<file path="src/rtl/iterative_multiplier_if.sv">
// Request/response bundle between the execute-stage control unit and the
// iterative multiplier.
interface iterative_multiplier_if #(
    parameter int n = 32
);
    logic         start;
    logic [1:0]   op;
    logic [n-1:0] A;
    logic [n-1:0] B;
    logic         busy;
    logic         done;
    logic [n-1:0] result;

    modport master (output start, op, A, B, input busy, done, result);
    modport slave  (input start, op, A, B, output busy, done, result);
endinterface

</file>
<file path="src/rtl/iterative_multiplier.sv">
// Shift-add multiplier for RV32M MUL/MULH/MULHSU/MULHU: magnitudes are
// multiplied over n cycles through a ripple-carry adder, sign fixed up at the end.
module Ripple_Carry_Adder_nbit #(
    parameter int n = 32
) (
    input  logic [n-1:0] A,
    input  logic [n-1:0] B,
    input  logic         Cin,
    output logic [n-1:0] S,
    output logic         Cout
);
    logic [n:0] c;

    assign c[0] = Cin;
    for (genvar i = 0; i < n; i++) begin : g_fa
        assign S[i]   = A[i] ^ B[i] ^ c[i];
        assign c[i+1] = (A[i] & B[i]) | (c[i] & (A[i] ^ B[i]));
    end
    assign Cout = c[n];
endmodule

module iterative_multiplier #(
    parameter int n = 32
) (
    input  logic                 clk,
    input  logic                 rst,
    iterative_multiplier_if.slave bus
);
    localparam logic [1:0] IDLE = 2'd0;
    localparam logic [1:0] RUN  = 2'd1;
    localparam logic [1:0] FIN  = 2'd2;
    localparam int         CW   = $clog2(n);

    logic [1:0]     state;
    logic [2*n-1:0] prod;
    logic [n-1:0]   mcand;
    logic [CW-1:0]  cnt;
    logic           neg;
    logic [1:0]     op_q;
    logic           busy_q;
    logic           done_q;
    logic [n-1:0]   result_q;

    logic           sa;
    logic           sb;
    logic [n-1:0]   addend;
    logic [n-1:0]   sum;
    logic           cout;
    logic [2*n-1:0] prod_signed;

    function automatic logic [n-1:0] magnitude(input logic [n-1:0] v, input logic s);
        return s ? -v : v;
    endfunction

    function automatic logic [2*n-1:0] apply_sign(input logic [2*n-1:0] p, input logic s);
        return s ? -p : p;
    endfunction

    // rs1 is signed except for MULHU; rs2 is signed only for MUL and MULH
    assign sa = (bus.op != 2'b11) & bus.A[n-1];
    assign sb = ~bus.op[1] & bus.B[n-1];

    assign addend      = prod[0] ? mcand : '0;
    assign prod_signed = apply_sign(prod, neg);

    Ripple_Carry_Adder_nbit #(.n(n)) u_adder (
        .A    (prod[2*n-1:n]),
        .B    (addend),
        .Cin  (1'b0),
        .S    (sum),
        .Cout (cout)
    );

    always_ff @(posedge clk or negedge rst) begin
        if (!rst) begin
            state    <= IDLE;
            prod     <= '0;
            mcand    <= '0;
            cnt      <= '0;
            neg      <= 1'b0;
            op_q     <= 2'b00;
            busy_q   <= 1'b0;
            done_q   <= 1'b0;
            result_q <= '0;
        end else begin
            done_q <= 1'b0;
            case (state)
                IDLE: begin
                    if (bus.start) begin
                        mcand  <= magnitude(bus.A, sa);
                        prod   <= {{n{1'b0}}, magnitude(bus.B, sb)};
                        neg    <= sa ^ sb;
                        op_q   <= bus.op;
                        cnt    <= '0;
                        busy_q <= 1'b1;
                        state  <= RUN;
                    end
                end
                RUN: begin
                    // Carry-out becomes the new MSB as the product shifts right
                    prod <= {cout, sum, prod[n-1:1]};
                    cnt  <= cnt + CW'(1);
                    if (cnt == CW'(n - 1)) begin
                        state <= FIN;
                    end
                end
                FIN: begin
                    result_q <= (op_q == 2'b00) ? prod_signed[n-1:0] : prod_signed[2*n-1:n];
                    done_q   <= 1'b1;
                    busy_q   <= 1'b0;
                    state    <= IDLE;
                end
                default: begin
                    busy_q <= 1'b0;
                    state  <= IDLE;
                end
            endcase
        end
    end

    assign bus.busy   = busy_q;
    assign bus.done   = done_q;
    assign bus.result = result_q;
endmodule

</file>
<file path="src/flat_wrapper.sv">
// flat-port wrapper written by rule: the top's interface ports become plain ports
module iterative_multiplier_flat 
#(
    parameter int n = 32
)
  (clk, rst, bus_start, bus_op, bus_A, bus_B, bus_busy, bus_done, bus_result);
  iterative_multiplier_if #(.n(n)) bus_i ();
  input  logic clk;
  input  logic rst;
  input wire logic [$bits(bus_i.start)-1:0] bus_start;
  input wire logic [$bits(bus_i.op)-1:0] bus_op;
  input wire logic [$bits(bus_i.A)-1:0] bus_A;
  input wire logic [$bits(bus_i.B)-1:0] bus_B;
  output wire logic [$bits(bus_i.busy)-1:0] bus_busy;
  output wire logic [$bits(bus_i.done)-1:0] bus_done;
  output wire logic [$bits(bus_i.result)-1:0] bus_result;
  assign bus_i.start = bus_start;
  assign bus_i.op = bus_op;
  assign bus_i.A = bus_A;
  assign bus_i.B = bus_B;
  assign bus_busy = bus_i.busy;
  assign bus_done = bus_i.done;
  assign bus_result = bus_i.result;
  iterative_multiplier #(.n(n)) u_core (.clk(clk), .rst(rst), .bus(bus_i));
endmodule
</file>
<file path="config.mk">
export PLATFORM = sky130hd
export DESIGN_NAME = iterative_multiplier_flat
export DESIGN_NICKNAME = d
export VERILOG_FILES = /design/src/rtl/iterative_multiplier_if.sv /design/src/rtl/iterative_multiplier.sv /design/src/flat_wrapper.sv
export SDC_FILE = /design/constraint.sdc
export NUM_CORES = 1
export LEC_CHECK = 0
export ABC_AREA = 1
export ABC_CLOCK_PERIOD_IN_PS = 39200
export BUFFER_PORTS_ARGS = -buffer_cell sky130_fd_sc_hd__buf_2
export CAP_MARGIN = 20
export CELL_PAD_IN_SITES_DETAIL_PLACEMENT = 1
export CELL_PAD_IN_SITES_GLOBAL_PLACEMENT = 2
export CORE_MARGIN = 5
export CORE_UTILIZATION = 30
export DETAILED_ROUTE_END_ITERATION = 16
export PLACE_DENSITY = 0.77
export SKIP_CTS_REPAIR_TIMING = 1
export SLEW_MARGIN = 0
export SYNTH_ARGS = -nofsm -noshare
export SYNTH_HDL_FRONTEND = slang
export SYNTH_HIERARCHICAL = 1
export SYNTH_SLANG_ARGS = --single-unit
</file>
<file path="constraint.sdc">
create_clock -name clk -period 39.2 [get_ports clk]
set_input_delay 7.84 -clock clk [delete_from_list [all_inputs] [get_ports clk]]
set_output_delay 7.84 -clock clk [all_outputs]
set_load 0.03 [all_outputs]
</file>
== Yosys cells after proc, flatten, opt, wreduce, memory -nomap -nowiden ==
Cells that the tools add are included.

* Register bits after elaboration: 140
* Bits of input ports: 69
* Output and inout bits: 34
* Word-level logic and storage cells: 203

* Add/sub/neg operators: 4
* Eq/ne operators: 6
* Muxes and demuxes: 15
* Bitwise logic cells: 162
* Reduce and logical (&&, ||, !) cells: 7

{| class="wikitable"
|+ Operator list
! cell !! number
|-
| 32-bit two-way mux || 4
|-
| 64-bit two-way mux || 2
|-
| 64-bit one-hot mux with 2 select lines || 1
|-
| 1-bit bitwise AND || 65
|-
| 32-bit negation || 2
|-
| 64-bit negation || 1
|-
| 1-bit XOR || 64
|-
| 1-bit OR || 31
|-
| 5-bit one-hot mux with 2 select lines || 1
|-
| 2-bit AND reduction || 4
|-
| 5-bit by 1-bit adder with 5-bit output, second input constant || 1
|-
| 5-bit == test, second input constant || 1
|-
| 5-bit two-way mux || 1
|-
| 2-bit zero test || 2
|-
| 2-bit two-way mux || 2
|-
| 2-bit != test, second input constant || 2
|-
| 2-bit one-hot mux with 2 select lines || 1
|-
| 2-bit by 1-bit == test with 1-bit output, second input constant || 1
|-
| 2-bit == test, second input constant || 1
|-
| 1-bit two-way mux || 2
|-
| 2-bit by 1-bit != test with 1-bit output, second input constant || 1
|-
| 1-bit NOT || 2
|-
| 1-bit one-hot mux with 2 select lines || 1
|-
| 2-bit nonzero test || 1
|}

== Longest topological paths before layout ==
Gate-level depths: netlist of the first run.

* Word-level depth: 65
* Gate-level depth with buffers: 41
* Mapped depth without buffers: 40

== Cells and area by module ==
Netlist of the first run, hierarchy kept.

{| class="wikitable"
|+ By module, submodules not included
! module !! instances !! cells each !! area an instance (sq um)
|-
| iterative_multiplier || 1 || 1556 || 10045.9
|-
| Ripple_Carry_Adder_nbit || 1 || 42 || 678.2
|}

== Least setup slack after synthesis of the first run ==
Ideal clock, no wire load.

* Kind: reg-to-reg
* Start: reg u_core.prod[0]
* End: reg u_core.prod[62]
* Setup time: 83 ps
* Data arrival time: 12790 ps
* Required time: 39117 ps
* Path slack: 26327 ps
* Stages on the path, launching flop included: 42
* Clock period less this slack: 12873 ps
* Path through: dfrtp_1 > buf_2 > nand2_1 > inv_1 > fa_1 > fa_1 > fa_1 > fa_1 > fa_1 > fa_1 > fa_1 > fa_1 > fa_1 > fa_1 > fa_1 > fa_1 > fa_1 > fa_1 > [6 not listed] > fa_1 > fa_1 > fa_1 > fa_1 > fa_1 > fa_1 > fa_1 > fa_1 > fa_1 > fa_1 > fa_1 > fa_1 > fa_1 > inv_1 > fa_1 > inv_1 > nand2_1 > o21ai_0

* Cells in the longest elaborated chain, start to end: 64
* Elaborated cells on any way between the ends: 125
* Those cells by class: 2 x mux; 123 x bitwise

{| class="wikitable"
|+ Ends and longest elaborated chain
! what !! RTL line !! source
|-
| from (decl) || iterative_multiplier.sv:35 || <nowiki>logic [2*n-1:0] prod;</nowiki>
|-
| from (signal assigned) || iterative_multiplier.sv:91 || <nowiki>prod <= {{n{1'b0}}, magnitude(bus.B, sb)};</nowiki>
|-
| from (signal assigned) || iterative_multiplier.sv:101 || <nowiki>prod <= {cout, sum, prod[n-1:1]};</nowiki>
|-
| 32-bit two-way mux || iterative_multiplier.sv:63 || <nowiki>assign addend = prod[0] ? mcand : '0;</nowiki>
|-
| net u_core.addend[0] || iterative_multiplier.sv:46 || <nowiki>logic [n-1:0] addend;</nowiki>
|-
| 1-bit bitwise AND (2 in series) || iterative_multiplier.sv:17 || <nowiki>assign c[i+1] = (A[i] & B[i]) | (c[i] & (A[i] ^ B[i]));</nowiki>
|-
| 1-bit OR || iterative_multiplier.sv:17 ||
|-
| 1-bit bitwise AND || iterative_multiplier.sv:17 ||
|-
| 1-bit OR || iterative_multiplier.sv:17 ||
|-
| 1-bit bitwise AND || iterative_multiplier.sv:17 ||
|-
| 1-bit OR || iterative_multiplier.sv:17 ||
|-
| [49 not listed] || - ||
|-
| 1-bit OR || iterative_multiplier.sv:17 ||
|-
| 1-bit bitwise AND || iterative_multiplier.sv:17 ||
|-
| 1-bit OR || iterative_multiplier.sv:17 ||
|-
| 1-bit bitwise AND || iterative_multiplier.sv:17 ||
|-
| 1-bit OR || iterative_multiplier.sv:17 ||
|-
| 1-bit XOR || iterative_multiplier.sv:16 || <nowiki>assign S[i] = A[i] ^ B[i] ^ c[i];</nowiki>
|-
| net u_core.sum[31] || iterative_multiplier.sv:47 || <nowiki>logic [n-1:0] sum;</nowiki>
|-
| 64-bit one-hot mux with 2 select lines || iterative_multiplier.sv:87 || <nowiki>case (state)</nowiki>
|}

The timed path passes the listed nets, and every way through them passes these cells.
A chain may end at the register's enable or synchronous reset.

== Worst setup path after layout of the first run ==
Ends and elaborated chain as after synthesis.

==> impl_metrics.yaml, run 1 <==
final_layout:
  multiInputGateArea_um2: 6280
  seqCellArea_um2: 3500
  final_util: 0.348
  antennaDiodeCount: 0
  drive_gt1_frac: 0.122
  stdcell_count: 2145
  area_growth_pct: 14.8
  num-nets-final: 1777
  nFillCells: 4594
clock_network:
  cts_tree: "yes"
  ctsHtreeMaxLevel: 4
  cts_buffers: 17
  clkSinkCount: 140
  root_buffer: "clkbuf_16"
  cts.path.max_buffers: 2
  clk_pin_slew_ns: 0.06
  clock_latency_ns: 0.43
yosys:
  syn-num-nets: 1704
  yosysTopAreaCell: "dfrtp_1"
  synth_warnings: 6
  synth.area.top_cells: "dfrtp_1 33%, nand2_1 15%, nor2_1 7.9%"
  synth_top_area_share: 0.327
  ys_seq_area_frac: 0.327
  synth_cells: 1598
  synth_cell_type_count: 47
  syn_area_per_cell_um2: 6.71
  synthesis.area_um2: 10700
  synth_seq_cells: 140
sta:
  setup_viol: 0
  period_needed_ns: 13.96
  drv_slew: 0
  max_freq_mhz: 71.6
  grt_setup_unrepaired: "no"
  min_period_over_period: 0.356
  slew_headroom: 0.313
  worstMarginPinSlew_ns: 1.03
  fin_setup_tns_ns: 0
  finalClockSkew_ns: 0.00664
  hold_viol: 0
  hold-worst-slack_ns: 0.472
drt:
  viasPerCell: 5.02
  vias: 10800
  ant_nets: 0
  dr.pass1.iters: 5
  wire_per_inst_um: 18.9
  route.detailed.drc: 0
  drt_iter0_drc: 630
  routed_wl_mm: 40.5
die:
  ios: 103
  rows: 69
  dieArea_um2: 39600
  die_h_um: 199
  core_area_um2: 35400
  fp.dieW_um: 199
  initial_core_util: 0.303
grt:
  grt_pass1_vias: 10900
  antenna_found_initial: 0
  grt_util_all_layers: 0.206
  grt_max_degree: 76
  grt.overflow.total: 0
  grt_pass1_wl_mm: 63.6
power_and_ir_drop:
  pwr-share-comb: 0.512
  worst_ir_drop_vdd_mv: 0.0355
  cell_internal_pwr_uw: 488
  cellPowerDensity_nw_per_um2: 81.4
  p_seq_frac: 0.308
  clockPowerShare: 0.180
  swShare: 0.513
  switchingPower_uw: 514
  p_leak_uw: 0.00610
run_status:
  status: "complete, no violations"
place:
  portBuffers: 102
  placed_cells: 2113
  gp_congestion: 0.881
  dp_hpwl_mm: 31.6
critical_path:
  path_class: "reg2reg"
  required_ns: 39.54
  critPathMostFrequentCell: "fa_1"
  path_max_fanout: 33
  arrival_ns: 14.30
  slowest_delay_ns: 0.73
  slowest_stage: "dfrtp_1"
  endpoint_kind: "flip-flop"
  rr_worst_depth: 40
  startpoint_type: "flip-flop"
hold_path:
  hold_path_depth: 2
  holdCritPathClass: "reg2reg"
flow_run:
  maxCapViolCount: 0
## final timing paths
check | slack, ns | start | to
hold reg to reg | 0.47 | u_core/op_q[0]$_DFFE_PN0P_ | u_core/op_q[0]$_DFFE_PN0P_
max in group asynchronous | 30.38 | rst | u_core/neg$_DFFE_PN0P_
min in group asynchronous | 7.43 | rst | u_core/prod[7]$_DFFE_PN0P_
hold / removal | 0.47 | u_core/op_q[0]$_DFFE_PN0P_ | u_core/op_q[0]$_DFFE_PN0P_
setup / recovery | 25.24 | u_core/prod[0]$_DFFE_PN0P_ | u_core/prod[62]$_DFFE_PN0P_
setup reg to reg | 25.24 | u_core/prod[0]$_DFFE_PN0P_ | u_core/prod[62]$_DFFE_PN0P_
## cell usage after synthesis, drive strengths merged
| master | number |
|---|---|
| nand3 | 169 |
| clkinv | 2 |
| a32o | 1 |
| conb | 1 |
| o21bai | 2 |
| o211ai | 6 |
| ha | 5 |
| nand4 | 24 |
| nor2 | 237 |
| o21ai | 132 |
| fa | 32 |
| nand3b | 1 |
| nand2 | 445 |
| and2 | 2 |
| a22o | 4 |
| a21oi | 57 |
| buf | 20 |
| o221ai | 1 |
| nor3 | 13 |
| dfrtp | 140 |
| xor2 | 25 |
| inv | 189 |
| clkbuf | 37 |
| o31ai | 2 |
| a22oi | 28 |
| a31oi | 12 |
| or2 | 5 |
| xnor2 | 5 |
| o22ai | 1 |
## final cells by class
cell class | count | share of cell area
sequential | 140 | 0.285
tap | 461 | 0.0469
timing repair buffer | 111 | 0.0475
clock inverter | 11 | 0.0145
inverter | 191 | 0.0583
multi-input combinational | 1210 | 0.511
clock buffer | 21 | 0.0374
## metrics by stage
step | setup WS (ns) | power, uW | cell area [um2]
floorplan | 26.33 | 635 | 10700
global placement | 25.47 | 807 | 11700
detailed placement | 25.41 | 821 | 11700
CTS | 25.25 | 1010 | 12300
global route | 24.68 | 1090 | 12300
finish | 25.24 | 1000 | 12300
## power by group through the flow
| stage | clock, uW | combinational (uW) | sequential, uW |
|---|---|---|---|
| detailed placement | 0 | 512 | 309 |
| CTS | 184 | 518 | 307 |
| finish | 180 | 513 | 309 |
| global route | 190 | 578 | 319 |
| floorplan | 0 | 350 | 284 |
| global placement | 0 | 501 | 305 |
## layer usage
metal | routed length, um | global-route usage | up-vias
met4 | 483 | 0.0388 | 0
met5 | 0 | 0 | -
met3 | 1350 | 0.0228 | 26
li1 | - | - | 5297
met2 | 18600 | 0.333 | 169
met1 | 20000 | 0.302 | 5284
## state kept, by name, indices dropped and copies added (netlist names)
name and flops:
u_core/bus.done 1, u_core/bus.busy 1, u_core/neg 1, u_core/prod 64, u_core/state 2, u_core/cnt 5, u_core/op_q 2, u_core/bus.result 32
u_core/mcand 32
## kinds of logic (layout without fill, tap and decap cells)
family | Yosys count | count (layout) | share of synthesized area
adder cells (fa/ha/maj) | 37 | 37 | 0.0656
XOR/XNOR | 30 | 30 | 0.0245
buffers and inverters | 248 | 334 | 0.0898
flip-flops | 140 | 140 | 0.327
AO/OA/AOI/OAI | 246 | 246 | 0.131
AND/OR/NAND/NOR | 896 | 896 | 0.362
other | 1 | 1 | 0.000350
## cells in the final DEF, fill, tap and decap left out, types with 20 or more instances in the layout
master / n
a21oi_1: 55
a22oi_1: 28
buf_2: 101
dfrtp_1: 139
fa_1: 32
inv_1: 179
nand2_1: 430
nand3_1: 160
nand4_1: 24
nor2_1: 220
o21ai_0: 107
o21ai_1: 20
xor2_1: 25
## worst max-delay path, delay by kind of cell, from the launching register on
family	cells	cell delay (ns)
flip-flops	1	0.73
AO/OA/AOI/OAI	1	0.10
buffers and inverters	5	0.33
adder cells (fa/ha/maj)	32	12.43
AND/OR/NAND/NOR	2	0.23
No activity file was read; power rests on OpenSTA's default activity.
==> run 2: changes to the inputs <==
ABC_CLOCK_PERIOD_IN_PS = 11700   (was 39200)
PLACE_DENSITY = 0.8   (was 0.77)
clock period = 11.7 ns   (was 39.2 ns; I/O delays follow)
==> run 2 against run 1 <==
Effect of this change:
- maximum frequency grew 15%
- largest power group unchanged
- wire length shrank 0.87%
- the run now ends with setup timing left
- highest routed layer unchanged
- cell area grew 0.76%
- largest cell class unchanged
- critical path type unchanged
- clock power grew to 3.2 times the previous value
- sequential power grew to 3.3 times the previous value
- sequential share of layout area shrank 0.22 points
- total power grew to 3.4 times the previous value
- die area is the same
- critical path depth is the same
- non-clock buffer count grew 5
- global-route usage shrank 0.16 points
==> impl_metrics.yaml, run 2 (same netlist as run 1, synthesis figures left out) <==
drt:
  route.detailed.drc: 0
  viasPerCell: 5.04
  dr.pass1.iters: 5
  drt_iter0_drc: 710
  vias: 10800
  ant_nets: 0
  wire_per_inst_um: 18.7
  routed_wl_mm: 40.1
sta:
  finalClockSkew_ns: 0.0132
  period_needed_ns: 12.10
  min_period_over_period: 1.03
  worstMarginPinSlew_ns: 0.978
  drv_slew: 0
  hold_viol: 0
  max_freq_mhz: 82.6
  grt_setup_unrepaired: "yes"
  setup_viol: 3
  slew_headroom: 0.347
  setup_slack_ns: -0.403
power_and_ir_drop:
  p_leak_uw: 0.00606
  cell_internal_pwr_uw: 1620
  worst_ir_drop_vdd_mv: 0.128
  swShare: 0.520
  clockPowerShare: 0.172
  cellPowerDensity_nw_per_um2: 272
  p_seq_frac: 0.300
  pwr-share-comb: 0.529
  switchingPower_uw: 1750
critical_path:
  rr_worst_depth: 40
  required_ns: 12.05
  slowest_stage: "fa_2"
  path_max_fanout: 2
  arrival_ns: 12.45
  slowest_delay_ns: 0.43
  r2r_slack_ns: -0.40
  r2r_start: "u_core/prod[0]$_DFFE_PN0P_"
  critPathMostFrequentCell: "fa_2"
  startpoint_type: "flip-flop"
  path_class: "reg2reg"
  r2r_end: "u_core/prod[62]$_DFFE_PN0P_"
  endpoint_kind: "flip-flop"
clock_network:
  clock_latency_ns: 0.43
  root_buffer: "clkbuf_16"
  cts_tree: "yes"
  clk_pin_slew_ns: 0.07
  ctsHtreeMaxLevel: 4
  clkSinkCount: 140
  cts.path.max_buffers: 2
  cts_buffers: 17
grt:
  grt_max_degree: 75
  grt_pass1_wl_mm: 63.4
  grt_util_all_layers: 0.205
  grt_pass1_vias: 11100
  antenna_found_initial: 0
  grt.overflow.total: 0
final_layout:
  num-nets-final: 1782
  largest_reg_flops: 64
  drive_gt1_frac: 0.149
  mostFrequentLayoutCells: "430 x nand2_1, 220 x nor2_1, 173 x inv_1, 160 x nand3_1, 139 x dfrtp_1"
  area_growth_pct: 15.6
  antennaDiodeCount: 0
  largest_register: "u_core/prod"
  layout_commonest_cell: "nand2_1"
  stdcell_count: 2150
die:
  rows: 69
  die_h_um: 199
  fp.dieW_um: 199
  initial_core_util: 0.303
  ios: 103
  core_area_um2: 35400
  dieArea_um2: 39600
place:
  dpl_worst_slack_ns: -0.409
  portBuffers: 102
  gp_congestion: 0.920
  dp_hpwl_mm: 31.7
  placed_cells: 2117
hold_path:
  hold_path_depth: 2
  worstHoldEndpoint: "u_core/op_q[0]$_DFFE_PN0P_"
  hp-start: "u_core/op_q[0]$_DFFE_PN0P_"
  holdCritPathClass: "reg2reg"
flow_run:
  maxCapViolCount: 0
run_status:
  violations: "setup timing"
  status: "finished, violations left"
run 2: cell type report:
| type | count | area [um2] |
|---|---|---|
| Fill cell | 4573 | 23000 |
| Tap cell | 461 | 577 |
| Timing Repair Buffer | 116 | 622 |
| Clock buffer | 17 | 425 |
| Multi-Input combinational cell | 1210 | 6360 |
| Clock inverter | 15 | 190 |
| Inverter | 191 | 717 |
| Sequential cell | 140 | 3500 |
run 2: routing by layer:
metal  up-vias  part of all wire  global-route usage
li1       5301                 -                   -
met1      5307              0.49               0.291
met2       184              0.46               0.332
met3        35             0.029              0.0214
met4         0             0.024              0.0588
met5         -                 0                   0
run 2: stage by stage:
stage               total power [uW]  setup TNS, ns  hold WS [ns]  instance area, um2   util
floorplan                       2150        -0.0926         0.443               10800      -
global placement                2730         -0.488         0.461               11800  0.332
detailed placement              2790         -0.621         0.465               11800  0.332
CTS                             3380         -0.797         0.482               12400  0.350
global route                    3670          -1.66         0.510               12400  0.350
finish                          3370         -0.627         0.482               12400  0.350
run 2: worst max-delay path, delay by kind of cell (launching register included):
family / cells / cell delay [ns]
adders and majority gates: 32 / 11.17
and+or+nand+nor: 2 / 0.12
buffers and inverters: 5 / 0.25
DFF: 1 / 0.39
AOI/OAI and AO/OA: 1 / 0.10
run 2: how the worst max path moves through the flow:
| stage | startpoint | to | slack, ns | cells after the start |
|---|---|---|---|---|
| finish | u_core/prod[0]$_DFFE_PN0P_ | u_core/prod[62]$_DFFE_PN0P_ | -0.40 | 40 |
| global route | u_core/prod[0]$_DFFE_PN0P_ | u_core/prod[62]$_DFFE_PN0P_ | -0.76 | 40 |
| CTS | u_core/mcand[0]$_DFFE_PN0P_ | u_core/prod[62]$_DFFE_PN0P_ | -0.47 | 40 |
| detailed placement | u_core/mcand[0]$_DFFE_PN0P_ | u_core/prod[62]$_DFFE_PN0P_ | -0.41 | 40 |
| global placement | u_core/mcand[0]$_DFFE_PN0P_ | u_core/prod[62]$_DFFE_PN0P_ | -0.36 | 40 |
| floorplan | u_core/prod[0]$_DFFE_PN0P_ | u_core/prod[62]$_DFFE_PN0P_ | -0.09 | 41 |
run 2: power groups by stage:
| stage | Combinational, uW | Sequential (uW) | Clock [uW] |
|---|---|---|---|
| after floorplan | 1190 | 956 | 0 |
| after global placement | 1730 | 1000 | 0 |
| after detailed placement | 1770 | 1010 | 0 |
| after CTS | 1780 | 1010 | 592 |
| after global routing | 2010 | 1040 | 614 |
| final | 1780 | 1010 | 578 |
==> run 3: changes to the inputs <==
RECOVER_POWER = 25   (was unset)
==> run 3 against run 2 <==
Effect of this change:
- cell area barely moved
- maximum frequency about the same
- core utilization about the same
- the flow finishes with violations (capacitance limit, slew limit, setup timing)
- largest power group unchanged
- sequential share of layout area barely moved
- first-iteration DRC count shrank 5.5%
- sequential cell count stayed put
- final cell count stayed put
- hold slack about the same
- highest routed layer unchanged
- largest cell class unchanged
- combinational power barely moved
==> impl_metrics.yaml, run 3 (same netlist as run 1, synthesis figures left out) <==
run_status:
  status: "finished, violations left"
  violations: "capacitance limit, slew limit, setup timing"
final_layout:
  largest_reg_flops: 64
  nFillCells: 4575
  num-nets-final: 1782
  antennaDiodeCount: 0
  largest_register: "u_core/prod"
  fin_area_um2: 12400
  area_growth_pct: 15.6
  layout_commonest_cell: "nand2_1"
  mostFrequentLayoutCells: "430 x nand2_1, 220 x nor2_1, 173 x inv_1, 160 x nand3_1, 139 x dfrtp_1"
  drive_gt1_frac: 0.148
drt:
  drt_iter0_drc: 671
  dr.pass1.iters: 5
  routed_wl_mm: 40.2
  route.detailed.drc: 0
  ant_nets: 0
  viasPerCell: 5.03
  vias: 10800
  wire_per_inst_um: 18.7
die:
  fp.dieW_um: 199
  core_area_um2: 35400
  rows: 69
  ios: 103
  dieArea_um2: 39600
  initial_core_util: 0.303
  die_h_um: 199
hold_path:
  holdCritPathClass: "reg2reg"
  worstHoldEndpoint: "u_core/op_q[0]$_DFFE_PN0P_"
  hold_path_depth: 2
  hp-start: "u_core/op_q[0]$_DFFE_PN0P_"
critical_path:
  path_max_fanout: 2
  crit_family: "adder cells"
  r2r_start: "u_core/prod[0]$_DFFE_PN0P_"
  required_ns: 12.05
  critPathMostFrequentCell: "fa_2"
  r2r_end: "u_core/prod[62]$_DFFE_PN0P_"
  slowest_delay_ns: 0.43
  rr_worst_depth: 40
  arrival_ns: 12.45
  slowest_stage: "fa_2"
  startpoint_type: "flip-flop"
  crit_buf_inv: 5
  path_class: "reg2reg"
  endpoint_kind: "flip-flop"
  r2r_slack_ns: -0.40
flow_run:
  maxCapViolCount: 1
power_and_ir_drop:
  swShare: 0.520
  worst_ir_drop_vdd_mv: 0.128
  switchingPower_uw: 1750
  p_leak_uw: 0.00606
  cell_internal_pwr_uw: 1620
  cellPowerDensity_nw_per_um2: 272
  clockPowerShare: 0.172
  p_seq_frac: 0.300
  pwr-share-comb: 0.529
sta:
  finalClockSkew_ns: 0.0134
  setup_slack_ns: -0.401
  drv_slew: 50
  max_freq_mhz: 82.6
  worstMarginPinSlew_ns: 2.44
  slew_headroom: -0.625
  min_period_over_period: 1.03
  setup_viol: 3
  period_needed_ns: 12.10
  hold_viol: 0
  grt_setup_unrepaired: "yes"
grt:
  grt_max_degree: 75
  grt_pass1_wl_mm: 63.4
  grt_util_all_layers: 0.205
  antenna_found_initial: 0
  grt_pass1_vias: 11100
  grt.overflow.total: 0
place:
  dpl_worst_slack_ns: -0.409
  dpl_cell_area_um2: 11800
  portBuffers: 102
  gp_congestion: 0.920
  dp_hpwl_mm: 31.7
clock_network:
  cts_tree: "yes"
  ctsHtreeMaxLevel: 4
  clock_latency_ns: 0.43
  clkSinkCount: 140
  cts.path.max_buffers: 2
  clk_pin_slew_ns: 0.07
  cts_buffers: 17
  root_buffer: "clkbuf_16"
-- run 3: tightest hold or removal path: cells and delay by family, from the launching register on --
family	cells	cell delay, ns
AND/OR/NAND/NOR	2	0.11
flip-flops	1	0.35
-- run 3: how the worst max path moves through the flow --
stage | from | to | slack, ns | cells past startpoint
after floorplan | u_core/prod[0]$_DFFE_PN0P_ | u_core/prod[62]$_DFFE_PN0P_ | -0.09 | 41
final | u_core/prod[0]$_DFFE_PN0P_ | u_core/prod[62]$_DFFE_PN0P_ | -0.40 | 40
after detailed placement | u_core/mcand[0]$_DFFE_PN0P_ | u_core/prod[62]$_DFFE_PN0P_ | -0.41 | 40
after global placement | u_core/mcand[0]$_DFFE_PN0P_ | u_core/prod[62]$_DFFE_PN0P_ | -0.36 | 40
after CTS | u_core/mcand[0]$_DFFE_PN0P_ | u_core/prod[62]$_DFFE_PN0P_ | -0.47 | 40
after global routing | u_core/prod[0]$_DFFE_PN0P_ | u_core/prod[62]$_DFFE_PN0P_ | -0.76 | 40
-- run 3: area by class of cell --
type | count | area, um2 | area share
Inverter | 191 | 717 | 0.0578
Multi-Input combinational cell | 1210 | 6360 | 0.513
Clock inverter | 15 | 190 | 0.0153
Sequential cell | 140 | 3500 | 0.283
Clock buffer | 17 | 425 | 0.0343
Tap cell | 461 | 577 | 0.0465
Timing Repair Buffer | 116 | 618 | 0.0499
-- run 3: stage by stage --
| stage | util | total power (uW) | cells | hold WS (ns) | TNS, ns |
|---|---|---|---|---|---|
| final | 0.350 | 3370 | 2150 | 0.482 | -0.621 |
| after detailed placement | 0.332 | 2790 | 2117 | 0.465 | -0.621 |
| after global routing | 0.350 | 3670 | 2150 | 0.510 | -1.66 |
| after floorplan | - | 2150 | 1598 | 0.443 | -0.0926 |
| after global placement | 0.332 | 2730 | 2117 | 0.461 | -0.488 |
| after CTS | 0.350 | 3380 | 2149 | 0.482 | -0.797 |
-- run 3: layer usage --
metal  global-route usage  vias up  part of all wire
met5                    0        -                 0
met4               0.0588        0             0.024
met3               0.0214       35             0.031
met2                0.332      190              0.46
met1                0.291     5300              0.48
li1                     -     5299                 -
-- run 3: power by group through the flow --
stage | Clock (uW) | Sequential (uW) | Combinational (uW)
2_1_floorplan | 0 | 956 | 1190
3_3_place_gp | 0 | 1000 | 1730
6_report | 578 | 1010 | 1780
3_5_place_dp | 0 | 1010 | 1770
4_1_cts | 592 | 1010 | 1780
5_1_grt | 614 | 1040 | 2010
